### src/rtl/mult_operand_issue.sv
// Issue stage for the sequential 16x16 multiplier: buffers tagged operand pairs in a FIFO,
// launches one multiply at a time and returns products in order on a valid/ready port.
module mult_operand_issue #(
  parameter int unsigned Depth = 4,
  parameter int unsigned TagW  = 8
) (
  input  logic                     clk_i,
  input  logic                     rst_ni,
  input  logic                     in_valid_i,
  output logic                     in_ready_o,
  input  logic [15:0]              in_multiplier_i,
  input  logic [15:0]              in_multiplicand_i,
  output logic                     mul_start_o,
  output logic [15:0]              mul_multiplier_o,
  output logic [15:0]              mul_multiplicand_o,
  input  logic                     mul_done_i,
  input  logic [31:0]              mul_product_i,
  output logic                     res_valid_o,
  input  logic                     res_ready_i,
  output logic [31:0]              res_product_o,
  output logic [TagW-1:0]          res_tag_o,
  output logic [$clog2(Depth):0]   fifo_count_o,
  output logic                     err_spurious_o
);

  localparam int unsigned PtrW = $clog2(Depth);
  localparam int unsigned CntW = PtrW + 1;

  typedef enum logic [1:0] {StIdle, StIssue, StWait, StHold} state_e;

  logic [15:0]     fifo_a_q [Depth];
  logic [15:0]     fifo_b_q [Depth];
  logic [TagW-1:0] fifo_t_q [Depth];

  logic [PtrW-1:0] wr_ptr_q, wr_ptr_d;
  logic [PtrW-1:0] rd_ptr_q, rd_ptr_d;
  logic [CntW-1:0] count_q, count_d;
  logic [TagW-1:0] tag_q, tag_d;

  state_e          state_q, state_d;
  logic [15:0]     mul_a_q, mul_a_d;
  logic [15:0]     mul_b_q, mul_b_d;
  logic            mul_start_q, mul_start_d;
  logic            res_valid_q, res_valid_d;
  logic [31:0]     res_product_q, res_product_d;
  logic [TagW-1:0] res_tag_q, res_tag_d;
  logic            err_q, err_d;

  logic            push;
  logic            pop;
  logic [15:0]     head_a;
  logic [15:0]     head_b;
  logic [TagW-1:0] head_t;

  // Held low during reset so nothing is accepted while the FIFO is being cleared.
  assign in_ready_o = rst_ni & (count_q != CntW'(Depth));
  assign push       = in_valid_i & in_ready_o;

  assign head_a = fifo_a_q[rd_ptr_q];
  assign head_b = fifo_b_q[rd_ptr_q];
  assign head_t = fifo_t_q[rd_ptr_q];

  // Storage needs no reset; validity is tracked by the pointers and count.
  always_ff @(posedge clk_i) begin
    if (push) begin
      fifo_a_q[wr_ptr_q] <= in_multiplier_i;
      fifo_b_q[wr_ptr_q] <= in_multiplicand_i;
      fifo_t_q[wr_ptr_q] <= tag_q;
    end
  end

  always_comb begin
    wr_ptr_d = wr_ptr_q;
    rd_ptr_d = rd_ptr_q;
    count_d  = count_q;
    tag_d    = tag_q;
    if (push) begin
      wr_ptr_d = wr_ptr_q + PtrW'(1);
      tag_d    = tag_q + TagW'(1);
    end
    if (pop) begin
      rd_ptr_d = rd_ptr_q + PtrW'(1);
    end
    if (push && !pop) begin
      count_d = count_q + CntW'(1);
    end else if (!push && pop) begin
      count_d = count_q - CntW'(1);
    end
  end

  always_comb begin
    state_d       = state_q;
    mul_a_d       = mul_a_q;
    mul_b_d       = mul_b_q;
    res_product_d = res_product_q;
    res_tag_d     = res_tag_q;
    pop           = 1'b0;
    unique case (state_q)
      StIdle: begin
        if (count_q != '0) begin
          pop       = 1'b1;
          res_tag_d = head_t;
          // A zero operand makes the product trivially zero; skip the multiplier.
          if (head_a == 16'd0 || head_b == 16'd0) begin
            res_product_d = '0;
            state_d       = StHold;
          end else begin
            mul_a_d = head_a;
            mul_b_d = head_b;
            state_d = StIssue;
          end
        end
      end
      StIssue: state_d = StWait;
      StWait: begin
        if (mul_done_i) begin
          res_product_d = mul_product_i;
          state_d       = StHold;
        end
      end
      StHold: begin
        if (res_ready_i) begin
          state_d = StIdle;
        end
      end
      default: state_d = StIdle;
    endcase
    mul_start_d = (state_d == StIssue);
    res_valid_d = (state_d == StHold);
    err_d       = err_q | (mul_done_i & (state_q != StWait));
  end

  always_ff @(posedge clk_i or negedge rst_ni) begin
    if (!rst_ni) begin
      wr_ptr_q      <= '0;
      rd_ptr_q      <= '0;
      count_q       <= '0;
      tag_q         <= '0;
      state_q       <= StIdle;
      mul_a_q       <= '0;
      mul_b_q       <= '0;
      mul_start_q   <= 1'b0;
      res_valid_q   <= 1'b0;
      res_product_q <= '0;
      res_tag_q     <= '0;
      err_q         <= 1'b0;
    end else begin
      wr_ptr_q      <= wr_ptr_d;
      rd_ptr_q      <= rd_ptr_d;
      count_q       <= count_d;
      tag_q         <= tag_d;
      state_q       <= state_d;
      mul_a_q       <= mul_a_d;
      mul_b_q       <= mul_b_d;
      mul_start_q   <= mul_start_d;
      res_valid_q   <= res_valid_d;
      res_product_q <= res_product_d;
      res_tag_q     <= res_tag_d;
      err_q         <= err_d;
    end
  end

  assign mul_start_o        = mul_start_q;
  assign mul_multiplier_o   = mul_a_q;
  assign mul_multiplicand_o = mul_b_q;
  assign res_valid_o        = res_valid_q;
  assign res_product_o      = res_product_q;
  assign res_tag_o          = res_tag_q;
  assign fifo_count_o       = count_q;
  assign err_spurious_o     = err_q;

endmodule

### config.mk
export PLATFORM = sky130hd
export DESIGN_NAME = mult_operand_issue
export DESIGN_NICKNAME = d
export VERILOG_FILES = /design/src/rtl/mult_operand_issue.sv
export SDC_FILE = /design/constraint.sdc
export NUM_CORES = 1
export LEC_CHECK = 0
export ABC_CLOCK_PERIOD_IN_PS = 7670
export CAP_MARGIN = 0
export CORE_MARGIN = 4
export CORE_UTILIZATION = 52
export DETAILED_ROUTE_END_ITERATION = 8
export PLACE_DENSITY = 0.78
export SYNTH_ARGS = -nofsm -noshare
export SYNTH_HDL_FRONTEND = slang
export SYNTH_SLANG_ARGS = --single-unit
### constraint.sdc
create_clock -name clk_i -period 7.67 [get_ports clk_i]
set_input_delay 1.1505 -clock clk_i [delete_from_list [all_inputs] [get_ports clk_i]]
set_output_delay 1.1505 -clock clk_i [all_outputs]
set_load 0.02 [all_outputs]
# == Yosys cells after proc, flatten, opt, wreduce, memory -nomap -nowiden ==
# Memory sizes are Yosys's and may differ from the RTL's. A register that Yosys moved wholly into a read port is not among the register bits.
# Cells that the tools add are included.
# word_totals
inputBits,69
n_memories,3
out_inout_bits,79
ramBits,160
ff_bits,84
# memory_table
memory,depth,word_bits,read_ports,rd_ports_with_merged_regs,wr,line,rtl
fifo_a_q,4,16,1,0,1,31,logic [15:0] fifo_a_q [Depth];
fifo_b_q,4,16,1,0,1,32,logic [15:0] fifo_b_q [Depth];
fifo_t_q,4,8,1,1,1,33,logic [TagW-1:0] fifo_t_q [Depth];
# classes
add_sub_neg,5
n_bitwise,5
mux,15
eq_ne,10
n_reduce_logical,15
# op_table
cell,count
$mux W32,3
$pmux W32 S2,1
$logic_not A16 Y1,2
$add A8 B1 Y8 const B,1
$mux W2,4
$ne A2 B2 Y1 const B,4
$pmux W2 S4,1
$eq A2 B2 Y1 const B,3
$mux W3,2
$add A2 B1 Y2 const B,2
$eq A2 B1 Y1 const B,2
$mux W1,4
$reduce_and A4 Y1,1
$reduce_bool A2 Y1,2
$add A3 B1 Y3 const B,1
$and A1 B1 Y1,3
$logic_not A1 Y1,3
$ne A3 B3 Y1 const B,1
$reduce_and A3 Y1,1
$reduce_bool A3 Y1,1
$sub A3 B1 Y3 const B,1
$logic_and A1 B1 Y1,2
$logic_not A2 Y1,1
$reduce_and A2 Y1,1
3 further kinds,3

# == Longest topological paths before layout ==
# logic_depth
word_depth,7
mapped_depth,9
depth_no_buf,9

# == Worst setup path before layout ==
# OpenSTA, ideal clock, no wires.
# synth_path
path_type,in2reg
from,input rst_ni
to,memory fifo_a_q[0][0] (enable)
n_path_buf,1
slack_ps,4600
required_ps,7269
cell_stages,3
setup_time_ps,401
arrival_ps,2669
cell_sequence,o311a_1 > buf_1 > and2_1
# synth_between
elab_chain_len,4
# synth_rtl
element,line,rtl
"start, declared",8,"input logic rst_ni,"
$and A1 B1 Y1,56,assign in_ready_o = rst_ni & (count_q != CntW'(Depth));
$and A1 B1 Y1,57,assign push = in_valid_i & in_ready_o;
named net push,49,logic push;
$mux W1,65,if (push) begin
$mux W1 (implied by the code),66,fifo_a_q[wr_ptr_q] <= in_multiplier_i;
"end, declared",31,
# The timed path passes the listed nets, and every way through them passes these cells.

# == Worst setup path in the final report ==
# layout_path
from,register rd_ptr_q[0]
to,"register mul_b_q[0], in the netlist mul_multiplicand_o[0]"
# layout_between
elab_chain_len,5
elab_cells_between_ends,7
# layout_rtl
element,line,rtl
"start, declared",36,"logic [PtrW-1:0] rd_ptr_q, rd_ptr_d;"
"start signal, assigned",149,rd_ptr_q <= rd_ptr_d;
"$mem_v2 Z4 W16, on equally long branches",-,
$logic_not A16 Y1,104,if (head_a == 16'd0 || head_b == 16'd0) begin
$logic_or A1 B1 Y1,104,
$not A1 Y1 (no source line),-,
$reduce_and A3 Y1 (no source line),-,
"end signal, assigned",154,mul_b_q <= mul_b_d;
"end, declared",42,"logic [15:0] mul_b_q, mul_b_d;"
# Parallel ways exist; a longest one is shown, timed or not.
# A chain may end at the register's enable or synchronous reset.

==> results.ini <==
[layout]
drive_gt1_frac=0.159
stdcell_area_um2=11900
nets=693
area_growth_pct=26.0
fillCellCount=1129
antenna_cells=0
fin_cells=860

[cts]
clk_pin_slew_ns=0.06
clockBufferDepth=3
clock-root-buffer=clkbuf_16
post_cts_buffers=0
cts_hold_buf=0
cts_tree=yes
cts.sinks=252
htreeDepth=1
cts_made_buffers=25
ctsResizeCount=0
clock_latency_ns=0.53

[worst_setup_path]
critical_path.max_fanout=27
worstSetupEndpointType=register
critPathKind=reg2reg
worst_setup_path_start_kind=register
arrival_ns=4.42
worstPathRequired_ns=8.07

[logic_synthesis]
netlist_top_cells_count=edfxtp_1 (160), dfrtp_1 (92), mux4_2 (40), a22o_1 (32), mux2_1 (29)
ys.flop_type=edfxtp_1
synth.avg_cell_area_um2=20.5
yosysUniqueCellTypes=33
synthCells=460
yosysSeqAreaShare=0.755
syn_nets=536
synth_edf_count=160
synth.top_cells.by_area=edfxtp_1 (51%), dfrtp_1 (24%), mux4_2 (9.6%)
yosysMostFrequentCell=edfxtp_1
ys_ff_latch=252
synthArstFlopShare=0.365
synth_top_cell_by_area=edfxtp_1
synth_area_um2=9410
yosys_warnings=0
netlist.area_leader.share=0.510

[timing]
max_slew_margin=0.228
setup_slack_ns=3.66
hold_viol_final=0
finalSetupTns_ns=0
fin_skew_ns=0.0233
tightest_slew_ns=1.16
slew_viol_final=0
rsz0062_at_grt=false
timing.final.crit_period_ns=4.01
setup_viol=0
max_freq_ghz=0.249
finalCritPeriodShare=0.523

[power_and_ir_drop]
power_density_nw_per_um2=405
finalPower_mw=4.80
irDropWorstVdd_mv=0.217
leakagePower_nw=4.34

[run_status]
status=finished clean

[die]
die_h_um=143
die_area_um2=20300
std_cell_rows=48
die_x_um=143
core-area_um2=17500
pin_count=148
initial_core_util=0.537

[routing]
drt-initial-drc-count=306
drtPass1Iterations=4
drt-total-wl_mm=18.5
avgViaCountPerCell=5.60
ant_nets=0
vias=4815
drc=0
wire_per_inst_um=21.5

[worst_hold_path]
min-delay-path-class=reg2reg

[grt]
grt_pass1_wl_mm=29.4
grt_pass1_vias=5249
grt_start_max_net_pins=53
overflow=0
antenna_found_initial=0
grtUsageTotal=0.186

[place]
gp_congestion=0.798
place.detailed.hpwl_mm=11.7
dpl-instance-area_um2=11100
portBuffers=147
pre_cts_ws_ns=3.58
post-place-cells=815

[flow_run]
drv_cap=0

-- cell type report --
cell class | count | area [um^2] | area share
Multi-Input combinational cell | 179 | 2150 | 0.182
Tap cell | 225 | 282 | 0.0237
Inverter | 7 | 26.3 | 0.00222
Clock inverter | 7 | 73.8 | 0.00623
Sequential cell | 252 | 7110 | 0.600
Timing Repair Buffer | 152 | 1510 | 0.127
Clock buffer | 38 | 704 | 0.0594
-- cell usage in the layout (no fill, tap or decap), types with 7 or more instances in the layout --
cell type        count
edfxtp_1           160
clkdlybuf4s50_1    146
dfrtp_1             90
mux4_2              40
a22o_1              32
mux2_1              29
clkbuf_16           25
mux2_2              13
clkbuf_1            10
xnor2_1              9
nor4_1               8
nand2_1              8
inv_1                7
-- worst max-delay path, cell delays in order (launching register included) --
cell	delay, ns
dfrtp_2	0.73
buf_4	0.54
mux4_2	0.58
nor4_1	0.46
and4_1	0.39
or3_1	0.33
buf_4	0.43
mux2_2	0.39
-- state kept, by name (all words and copies together) (netlist names) --
signal	cells
err_spurious_o	1
fifo_a_q	64
fifo_b_q	64
fifo_count_o	3
fifo_t_q	32
mul_multiplicand_o	16
mul_multiplier_o	16
mul_start_o	1
rd_ptr_q	2
res_product_o	32
res_tag_o	8
res_valid_o	1
state_q	2
tag_q	8
wr_ptr_q	2
-- metal layers --
| metal | vias up | GRT usage | part of all wire |
|---|---|---|---|
| met5 | - | 0 | 0 |
| met4 | 0 | 0.0420 | 0.019 |
| met3 | 29 | 0.0323 | 0.073 |
| met2 | 166 | 0.314 | 0.51 |
| met1 | 2483 | 0.257 | 0.40 |
| li1 | 2137 | - | - |
-- worst paths after layout --
check | from | slack (ns) | cells past startpoint | to
worst max-delay path | rd_ptr_q[0]$_DFFE_PN0P_ | 3.66 | 7 | mul_multiplicand_o[0]$_DFFE_PN0P_
worst min-delay path | res_product_o[14]$_DFFE_PN0P_ | 0.50 | 1 | res_product_o[14]$_DFFE_PN0P_
min in group asynchronous | rst_ni | 0.65 | 1 | mul_multiplier_o[2]$_DFFE_PN0P_
worst max register to register | rd_ptr_q[0]$_DFFE_PN0P_ | 3.66 | 7 | mul_multiplicand_o[0]$_DFFE_PN0P_
max in group asynchronous | rst_ni | 5.95 | 2 | res_product_o[9]$_DFFE_PN0P_
worst min register to register | res_product_o[14]$_DFFE_PN0P_ | 0.50 | 1 | res_product_o[14]$_DFFE_PN0P_
-- metrics by stage --
step / util / hold WS [ns]
floorplan: - / 0.486
CTS: 0.676 / 0.502
detailed placement: 0.632 / 0.485
finish: 0.676 / 0.498
global route: 0.676 / 0.517
global placement: 0.632 / 0.484
-- power by group --
part,internal [mW],switching (mW),total [mW]
combinational,0.830,0.748,1.58
clock,0.669,0.488,1.16
sequential,1.80,0.265,2.07
total,3.30,1.50,4.80
-- cell families after synthesis --
kind of cell | synth area share
AOI/OAI and AO/OA | 0.0382
and+or+nand+nor | 0.0195
xor gates and xnor gates | 0.0121
buffers and inverters | 0.0181
DFF | 0.755
muxes | 0.147
adders and majority gates | 0.0101
(Power assumes the default switching activity.)
